<file path="src/rtl/angle_quadrant_reducer_if.sv">
// Handshake bundle between the angle source, the quadrant reducer and the trig LUT stages.
// The slave modport is the reducer's view; the master modport is the view of whatever drives and consumes it.
interface angle_quadrant_reducer_if #(
  parameter int ANGLE_WIDTH = 16,
  parameter int DATA_WIDTH  = 32
);
  logic                   in_valid;
  logic                   in_ready;
  logic [ANGLE_WIDTH-1:0] angle_in;
  logic [1:0]             func_sel;
  logic                   out_valid;
  logic                   out_ready;
  logic [1:0]             quadrant;
  logic [DATA_WIDTH-1:0]  ref_angle;
  logic                   en_sine;
  logic                   en_cosine;
  logic                   en_tangent;
  logic                   en_cotangent;

  modport slave (
    input  in_valid, angle_in, func_sel, out_ready,
    output in_ready, out_valid, quadrant, ref_angle,
           en_sine, en_cosine, en_tangent, en_cotangent
  );

  modport master (
    output in_valid, angle_in, func_sel, out_ready,
    input  in_ready, out_valid, quadrant, ref_angle,
           en_sine, en_cosine, en_tangent, en_cotangent
  );
endinterface

</file>
<file path="src/rtl/angle_quadrant_reducer.sv">
// Reduces an unsigned degree angle modulo 360 by restoring subtraction, then folds it into a
// quadrant plus 0..90 reference angle and raises the one-hot enable of the selected trig LUT.
module angle_quadrant_reducer #(
  parameter int ANGLE_WIDTH = 16,
  parameter int DATA_WIDTH  = 32,
  parameter int RED_STEPS   = 8
) (
  input  logic                     clk,
  input  logic                     reset_n,
  angle_quadrant_reducer_if.slave  bus
);
  typedef enum logic [1:0] {IDLE, REDUCE, CLASSIFY, DONE} state_t;

  // One extra bit so 360 << (RED_STEPS-1) = 46080 fits alongside a full 16-bit angle.
  localparam int REM_W = ANGLE_WIDTH + 1;
  localparam int K_W   = $clog2(RED_STEPS);
  localparam int REF_W = 9;

  state_t             state_q;
  logic [REM_W-1:0]   rem_q;
  logic [REM_W-1:0]   rem_d;
  logic [REM_W-1:0]   sub_d;
  logic [K_W-1:0]     k_q;
  logic [1:0]         func_q;
  logic [1:0]         quadrant_q;
  logic [REF_W-1:0]   ref_q;
  logic               out_valid_q;
  logic [3:0]         en_q;

  // Returns {quadrant, reference angle} for a remainder already below 360.
  function automatic logic [REF_W+1:0] classify(input logic [REM_W-1:0] r);
    logic [REF_W+1:0] res;
    if (r <= REM_W'(90))
      res = {2'd0, REF_W'(r)};
    else if (r <= REM_W'(180))
      res = {2'd1, REF_W'(REM_W'(180) - r)};
    else if (r <= REM_W'(270))
      res = {2'd2, REF_W'(r - REM_W'(180))};
    else
      res = {2'd3, REF_W'(REM_W'(360) - r)};
    return res;
  endfunction

  always_comb begin
    sub_d = REM_W'(360) << k_q;
    rem_d = (rem_q >= sub_d) ? (rem_q - sub_d) : rem_q;
  end

  always_ff @(posedge clk or negedge reset_n) begin
    if (!reset_n) begin
      state_q     <= IDLE;
      rem_q       <= '0;
      k_q         <= '0;
      func_q      <= '0;
      quadrant_q  <= '0;
      ref_q       <= '0;
      out_valid_q <= 1'b0;
      en_q        <= '0;
    end else begin
      case (state_q)
        IDLE: begin
          if (bus.in_valid) begin
            rem_q   <= REM_W'(bus.angle_in);
            func_q  <= bus.func_sel;
            k_q     <= K_W'(RED_STEPS - 1);
            state_q <= REDUCE;
          end
        end
        // One restoring step per cycle, largest multiple of 360 first.
        REDUCE: begin
          rem_q <= rem_d;
          k_q   <= k_q - K_W'(1);
          if (k_q == '0)
            state_q <= CLASSIFY;
        end
        CLASSIFY: begin
          {quadrant_q, ref_q} <= classify(rem_q);
          out_valid_q         <= 1'b1;
          en_q                <= 4'b0001 << func_q;
          state_q             <= DONE;
        end
        // Hold the result; quadrant/ref stay as-is after retirement.
        DONE: begin
          if (bus.out_ready) begin
            out_valid_q <= 1'b0;
            en_q        <= '0;
            state_q     <= IDLE;
          end
        end
        default: state_q <= IDLE;
      endcase
    end
  end

  assign bus.in_ready     = (state_q == IDLE);
  assign bus.out_valid    = out_valid_q;
  assign bus.quadrant     = quadrant_q;
  assign bus.ref_angle    = DATA_WIDTH'(ref_q);
  assign bus.en_sine      = en_q[0];
  assign bus.en_cosine    = en_q[1];
  assign bus.en_tangent   = en_q[2];
  assign bus.en_cotangent = en_q[3];
endmodule

</file>
<file path="src/flat_wrapper.sv">
// flat-port wrapper written by rule: the top's interface ports become plain ports
module angle_quadrant_reducer_flat 
#(
  parameter int ANGLE_WIDTH = 16,
  parameter int DATA_WIDTH  = 32,
  parameter int RED_STEPS   = 8
)
  (clk, reset_n, bus_in_valid, bus_angle_in, bus_func_sel, bus_out_ready, bus_in_ready, bus_out_valid, bus_quadrant, bus_ref_angle, bus_en_sine, bus_en_cosine, bus_en_tangent, bus_en_cotangent);
  angle_quadrant_reducer_if #(.ANGLE_WIDTH(ANGLE_WIDTH), .DATA_WIDTH(DATA_WIDTH)) bus_i ();
  input  logic clk;
  input  logic reset_n;
  input wire logic [$bits(bus_i.in_valid)-1:0] bus_in_valid;
  input wire logic [$bits(bus_i.angle_in)-1:0] bus_angle_in;
  input wire logic [$bits(bus_i.func_sel)-1:0] bus_func_sel;
  input wire logic [$bits(bus_i.out_ready)-1:0] bus_out_ready;
  output wire logic [$bits(bus_i.in_ready)-1:0] bus_in_ready;
  output wire logic [$bits(bus_i.out_valid)-1:0] bus_out_valid;
  output wire logic [$bits(bus_i.quadrant)-1:0] bus_quadrant;
  output wire logic [$bits(bus_i.ref_angle)-1:0] bus_ref_angle;
  output wire logic [$bits(bus_i.en_sine)-1:0] bus_en_sine;
  output wire logic [$bits(bus_i.en_cosine)-1:0] bus_en_cosine;
  output wire logic [$bits(bus_i.en_tangent)-1:0] bus_en_tangent;
  output wire logic [$bits(bus_i.en_cotangent)-1:0] bus_en_cotangent;
  assign bus_i.in_valid = bus_in_valid;
  assign bus_i.angle_in = bus_angle_in;
  assign bus_i.func_sel = bus_func_sel;
  assign bus_i.out_ready = bus_out_ready;
  assign bus_in_ready = bus_i.in_ready;
  assign bus_out_valid = bus_i.out_valid;
  assign bus_quadrant = bus_i.quadrant;
  assign bus_ref_angle = bus_i.ref_angle;
  assign bus_en_sine = bus_i.en_sine;
  assign bus_en_cosine = bus_i.en_cosine;
  assign bus_en_tangent = bus_i.en_tangent;
  assign bus_en_cotangent = bus_i.en_cotangent;
  angle_quadrant_reducer #(.ANGLE_WIDTH(ANGLE_WIDTH), .DATA_WIDTH(DATA_WIDTH), .RED_STEPS(RED_STEPS)) u_core (.clk(clk), .reset_n(reset_n), .bus(bus_i));
endmodule
</file>
<file path="config.mk">
export PLATFORM = sky130hd
export DESIGN_NAME = angle_quadrant_reducer_flat
export DESIGN_NICKNAME = d
export VERILOG_FILES = /design/src/rtl/angle_quadrant_reducer_if.sv /design/src/rtl/angle_quadrant_reducer.sv /design/src/flat_wrapper.sv
export SDC_FILE = /design/constraint.sdc
export NUM_CORES = 1
export LEC_CHECK = 0
export ABC_AREA = 1
export CAP_MARGIN = 30
export CORE_ASPECT_RATIO = 1.4
export CORE_MARGIN = 8
export CORE_UTILIZATION = 40
export CTS_CLUSTER_SIZE = 12
export DETAILED_ROUTE_END_ITERATION = 10
export PLACE_DENSITY = 0.66
export SETUP_SLACK_MARGIN = 0.05
export SLEW_MARGIN = 30
export SYNTH_ARGS = -nofsm -noshare
export SYNTH_HDL_FRONTEND = slang
export SYNTH_SLANG_ARGS = --single-unit
</file>
<file path="constraint.sdc">
create_clock -name clk -period 3.7 [get_ports clk]
set_input_delay 0.74 -clock clk [delete_from_list [all_inputs] [get_ports clk]]
set_output_delay 0.74 -clock clk [all_outputs]
set_load 0.005 [all_outputs]
</file>
==> impl_metrics.json, run 1 <==
{
  "syn_inst": 581,
  "layout_commonest_cell": "nand2_1",
  "startpoint_type": "register",
  "avgSynthCellArea_sq_um": 6.53,
  "numPortBuffers": 38,
  "finalSetupTns_ps": 0,
  "worst_path_largest_cell_delay_ps": 510,
  "layout_common_cells": "nand2_1 (204), inv_1 (76), nand3_1 (47)",
  "cp_common_cell": "nand2_1",
  "grt_max_degree": 41,
  "cts_hold_buffers": 0,
  "cts_inserted_buffers": 5,
  "fmax_ghz": 0.350,
  "sequentialPowerShare_pct": 19.2,
  "cts_setup_buffers": 0,
  "slew_viol_final": 0,
  "grt_pass1_wl_um": 17000,
  "drtAntennaViolNets": 0,
  "synth_seq_cells": 40,
  "cts_tree": "built",
  "cts_sinks": 40,
  "placed_area_sq_mm": 0.00414,
  "antenna_cells": 0,
  "core_sq_mm": 0.00935,
  "cp.required_ps": 3920,
  "worstMarginPinSlew_ps": 603,
  "hold_viol": 0,
  "grt_overflow": 0,
  "ios": 62,
  "clkLatencyLatePin_ps": 290,
  "drive_gt1_share_pct": 7.32,
  "drt_wl_total_um": 10100,
  "first_pass_iters": 4,
  "yosysSeqAreaShare_pct": 26.4,
  "initial_core_util_pct": 40.6,
  "comb_power_share_pct": 69.7,
  "htreeDepth": 2,
  "place_hpwl_um": 8120,
  "status": "complete, no violations",
  "ys.flop_type": "dfrtp_1",
  "finalSetupViolCount": 0,
  "via_per_inst": 4.90,
  "cp_max_fo": 11,
  "die_area_sq_mm": 0.0129,
  "power.internal_uw": 2150,
  "rsz0062_at_grt": "false",
  "clk_path_buf_depth": 2,
  "leakagePower_uw": 0.00233,
  "clkTransAtPathRegs_ps": 70,
  "ys_warn_count": 0,
  "antenna_found_initial": 0,
  "pwr-share-clk_pct": 11.2,
  "num_vias": 3555,
  "ys_types": 38,
  "ir_drop_mv": 0.448,
  "nets": 669,
  "cts_resized": 0,
  "first_global_vias": 3529,
  "synth_edf_count": 0,
  "crit_buf_inv": 2,
  "p_sw_share_pct": 53.3,
  "first_iter_violations": 162,
  "post-route-drc-count": 0,
  "syn_area_sq_mm": 0.00379,
  "startpoint": "u_core.k_q[0]",
  "die_y_um": 131,
  "async_reset_ff_share_pct": 100,
  "avgRoutedWirePerCell_um": 14.0,
  "die_w_um": 98.3,
  "grt_use_total_pct": 16.2,
  "power_density_mw_per_mm2": 1070,
  "cp_top_family": "simple AND/OR/NAND/NOR gates",
  "cp-end-kind": "register",
  "worstReg2RegStart": "u_core.k_q[0]",
  "switchingPower_uw": 2460,
  "gp_congestion": 0.946,
  "max-slew-margin-rel_pct": 59.8,
  "rows": 42,
  "synthToLayoutAreaGrowth_pct": 13.7,
  "final_area_sq_mm": 0.00431,
  "root_buffer": "clkbuf_16",
  "drv_cap": 0,
  "cp_cell_sequence": "inv_1 -> ha_1 -> inv_1 -> nand2_1 -> o21ai_0 -> ha_1 -> nand2_1 -> nor2_2 -> nand3_1 -> nand3_2 -> nand2_2 -> a21oi_2 -> nand2_1 -> nand2_1",
  "skew_ps": 13.1,
  "fin_crit_ps": 2850,
  "crit_arrival_ps": 3080,
  "hp-class": "input pin to async pin",
  "crit_slowest_cell": "a21oi_2",
  "crit_type": "register to register",
  "period_share_pct": 77.1
}
## path summary, 6_finish.rpt
check,end,slack (ps),depth (start not counted)
min,u_core.rem_q[8],420,1
min in group clk,u_core.ref_q[5],470,2
max reg2reg,u_core.rem_q[12],850,14
max,u_core.rem_q[12],850,14
max in group asynchronous,u_core.rem_q[13],2890,1
min reg2reg,u_core.ref_q[5],470,2
## layout make-up
class,instances,area [sq um]
Tap cell,110,138
Timing Repair Buffer,39,385
Fill cell,989,5040
Sequential cell,40,1000
Multi-Input combinational cell,445,2310
Inverter,83,312
Clock inverter,3,46.3
Clock buffer,5,125
## power groups by stage
stage | Clock (uW) | Sequential (uW) | Combinational, uW
2_1_floorplan | 0 | 803 | 2480
3_3_place_gp | 0 | 890 | 3170
3_5_place_dp | 0 | 895 | 3210
4_1_cts | 527 | 888 | 3230
5_1_grt | 543 | 922 | 3680
6_report | 515 | 885 | 3210
## per-stage QoR
stage	instances	hold slack [ps]	power, uW	util (%)	setup WS, ps
floorplan	603	444	3290	-	1420
global placement	717	461	4060	44.3	989
detailed placement	717	465	4100	44.3	833
CTS	725	482	4640	46.1	832
global route	725	482	5140	46.1	524
finish	725	421	4610	46.1	846
## cells in the mapped netlist (5+ instances only)
cell	number	share of area, %
nor2_1	28	2.8
nand2_1	204	20
nor2_2	5	0.82
dfrtp_1	40	26
nand2_2	12	2.0
xor2_1	7	1.6
a21oi_1	14	1.8
inv_1	76	7.5
o21ai_0	31	4.1
ha_1	33	11
inv_2	6	0.59
buf_4	27	5.3
nand4_1	6	0.99
nand3_1	47	6.2
## routing by layer
metal | routed length (um) | up-vias | track usage, % | share of wire, %
met3 | 348 | 23 | 2.22 | 3.4
met1 | 4050 | 1604 | 17.1 | 40
li1 | - | 1845 | - | -
met5 | 0 | - | 0 | 0
met4 | 306 | 0 | 8.14 | 3.0
met2 | 5440 | 83 | 30.3 | 54
## kinds of logic after synthesis
family | Yosys count | share of synthesized area, %
other | 1 | 0.0988
and+or+nand+nor | 318 | 36.1
buffers and inverters | 118 | 15.0
AOI/OAI and AO/OA | 60 | 8.91
muxes | 2 | 0.528
DFF | 40 | 26.4
adders and majority gates | 33 | 10.9
xor gates and xnor gates | 9 | 2.08
## sequential cells by signal (all words and copies together) (netlist names)
signal	flops
u_core.bus.out_valid	1
u_core.k_q	3
u_core.bus.quadrant	2
u_core.ref_q	9
u_core.state_q	2
u_core.rem_q	17
u_core.func_q	2
u_core.en_q	4
Power figures use the tool's default switching activity.
==> inputs of run 2 (changes only) <==
--- a/config.mk
+++ b/config.mk
@@ -12,7 +12,7 @@
 export CORE_UTILIZATION = 40
 export CTS_CLUSTER_SIZE = 12
 export DETAILED_ROUTE_END_ITERATION = 10
-export PLACE_DENSITY = 0.66
+export PLACE_DENSITY = 0.68
 export SETUP_SLACK_MARGIN = 0.05
 export SLEW_MARGIN = 30
 export SYNTH_ARGS = -nofsm -noshare
==> constraint.sdc (replaced) <==
create_clock -name clk -period 2.6 [get_ports clk]
set_input_delay 0.52 -clock clk [delete_from_list [all_inputs] [get_ports clk]]
set_output_delay 0.52 -clock clk [all_outputs]
set_load 0.005 [all_outputs]
==> impl_metrics.json, run 2 (synthesis gave the netlist of run 1 again) <==
{
  "leakagePower_uw": 0.00244,
  "avgRoutedWirePerCell_um": 14.4,
  "clkTransAtPathRegs_ps": 70,
  "worstMarginPinSlew_ps": 536,
  "initial_core_util_pct": 40.6,
  "die_y_um": 131,
  "crit_buf_inv": 2,
  "total_power_uw": 7370,
  "numPortBuffers": 38,
  "fmax_ghz": 0.405,
  "gp_congestion": 0.937,
  "comb_power_share_pct": 73.4,
  "status": "complete, no violations",
  "cp_common_cell": "nand3_2",
  "cts_sinks": 40,
  "worst_path_largest_cell_delay_ps": 420,
  "layout_common_cells": "nand2_1 (200), inv_1 (73), nand3_1 (45)",
  "final_area_sq_mm": 0.00462,
  "first_global_vias": 3585,
  "slew_viol_final": 0,
  "antenna_found_initial": 0,
  "clkLatencyLatePin_ps": 290,
  "via_per_inst": 4.93,
  "clk_path_buf_depth": 2,
  "grt_max_degree": 41,
  "rows": 42,
  "cts_tree": "built",
  "nets": 689,
  "crit_type": "register to register",
  "power.internal_uw": 3540,
  "crit_arrival_ps": 2690,
  "cp-end-kind": "register",
  "placed_area_sq_mm": 0.00419,
  "finalSetupViolCount": 0,
  "drv_cap": 0,
  "multi_input_area_sq_mm": 0.00245,
  "die_area_sq_mm": 0.0129,
  "grt_overflow": 0,
  "drive_gt1_share_pct": 13.1,
  "max-slew-margin-rel_pct": 64.3,
  "period_share_pct": 94.9,
  "place_hpwl_um": 8120,
  "synthToLayoutAreaGrowth_pct": 21.7,
  "antenna_cells": 0,
  "cts_inserted_buffers": 5,
  "drt_wl_total_um": 10800,
  "cp_max_fo": 6,
  "timing.hold.ws_ps": 205,
  "cp_top_family": "simple AND/OR/NAND/NOR gates",
  "first_pass_iters": 5,
  "die_w_um": 98.3,
  "htreeDepth": 2,
  "hold_viol": 0,
  "layout_commonest_cell": "nand2_1",
  "switchingPower_uw": 3830,
  "fin_crit_ps": 2470,
  "utilization_pct": 49.4,
  "power_density_mw_per_mm2": 1600,
  "sequentialPowerShare_pct": 16.5,
  "drtAntennaViolNets": 0,
  "startpoint_type": "register",
  "fillers": 964,
  "ir_drop_mv": 0.771,
  "hp-class": "input pin to async pin",
  "root_buffer": "clkbuf_16",
  "grt_pass1_wl_um": 17000,
  "crit_slowest_cell": "dfrtp_2",
  "cp.required_ps": 2820,
  "ios": 62,
  "first_iter_violations": 145,
  "pwr-share-clk_pct": 10.1,
  "skew_ps": 6.40,
  "grt_use_total_pct": 16.0,
  "register_area_sq_mm": 0.00100,
  "largest_register": "u_core.rem_q",
  "cp_cell_sequence": "buf_4 -> ha_1 -> or2_4 -> ha_4 -> nand2_2 -> nor2_2 -> nand3_2 -> nand3_2 -> nand2_4 -> a21oi_4 -> buf_6 -> nand2_1 -> o21ai_1",
  "core_sq_mm": 0.00935,
  "p_sw_share_pct": 52.0,
  "num_vias": 3675,
  "largest_reg_flops": 17,
  "post-route-drc-count": 0,
  "rsz0062_at_grt": "false",
  "reg_top3": "u_core.rem_q: 17 flops, u_core.ref_q: 9 flops, u_core.en_q: 4 flops"
}
run 2: power by group through the flow:
stage | Sequential [uW] | Clock, uW | Combinational [uW]
5_1_grt | 1250 | 773 | 6050
3_5_place_dp | 1220 | 0 | 4700
2_1_floorplan | 1140 | 0 | 3530
6_report | 1220 | 741 | 5410
4_1_cts | 1200 | 753 | 4850
3_3_place_gp | 1210 | 0 | 4630
run 2: cell type report:
class / count / share of cell area [%]
tap: 110 / 2.98
clock buffer: 5 / 2.71
multi-input combinational: 446 / 53.1
inverter: 83 / 6.88
sequential: 40 / 21.7
clock inverter: 3 / 1.00
timing repair buffer: 58 / 11.6
run 2: worst register-to-register path: stages (launching register included):
cell and delay (ps):
dfrtp_2 420, buf_4 160, ha_1 220, or2_4 270, ha_4 300, nand2_2 80, nor2_2 140, nand3_2 120
nand3_2 120, nand2_4 80, a21oi_4 230, buf_6 140, nand2_1 40, o21ai_1 80
run 2: layer usage:
metal | up-vias | global-route usage (%) | wire length [um]
met3 | 24 | 2.59 | 408
met1 | 1683 | 17.1 | 4210
li1 | 1876 | - | -
met2 | 92 | 29.7 | 5770
met5 | - | 0 | 0
met4 | 0 | 7.46 | 362
run 2: final timing paths:
check / end / cells past startpoint / slack, ps / start
setup / recovery: u_core.rem_q[6] / 13 / 130 / u_core.k_q[0]
hold / removal: u_core.rem_q[4] / 1 / 210 / reset_n
setup reg to reg: u_core.rem_q[6] / 13 / 130 / u_core.k_q[0]
hold reg to reg: u_core.ref_q[3] / 2 / 480 / u_core.ref_q[3]
max in group asynchronous: u_core.k_q[0] / 1 / 1990 / reset_n
min in group clk: u_core.ref_q[3] / 2 / 480 / u_core.ref_q[3]
run 2: repair_timing:
item                                    in CTS  in global routing
hold buffers                                 0                  0
pin swaps                                    2                 15
gates cloned                                 0                  1
setup buffers                                2                 10
resized for setup                            5                 30
endpoints found under the setup margin      14                 14
run 2: per-stage QoR:
stage	worst slack [ps]	instances	setup TNS [ps]
detailed placement	-143	724	-1420
floorplan	317	603	0
finish	133	745	0
global placement	-28.0	724	-85.4
CTS	81.1	734	0
global route	21.2	745	0
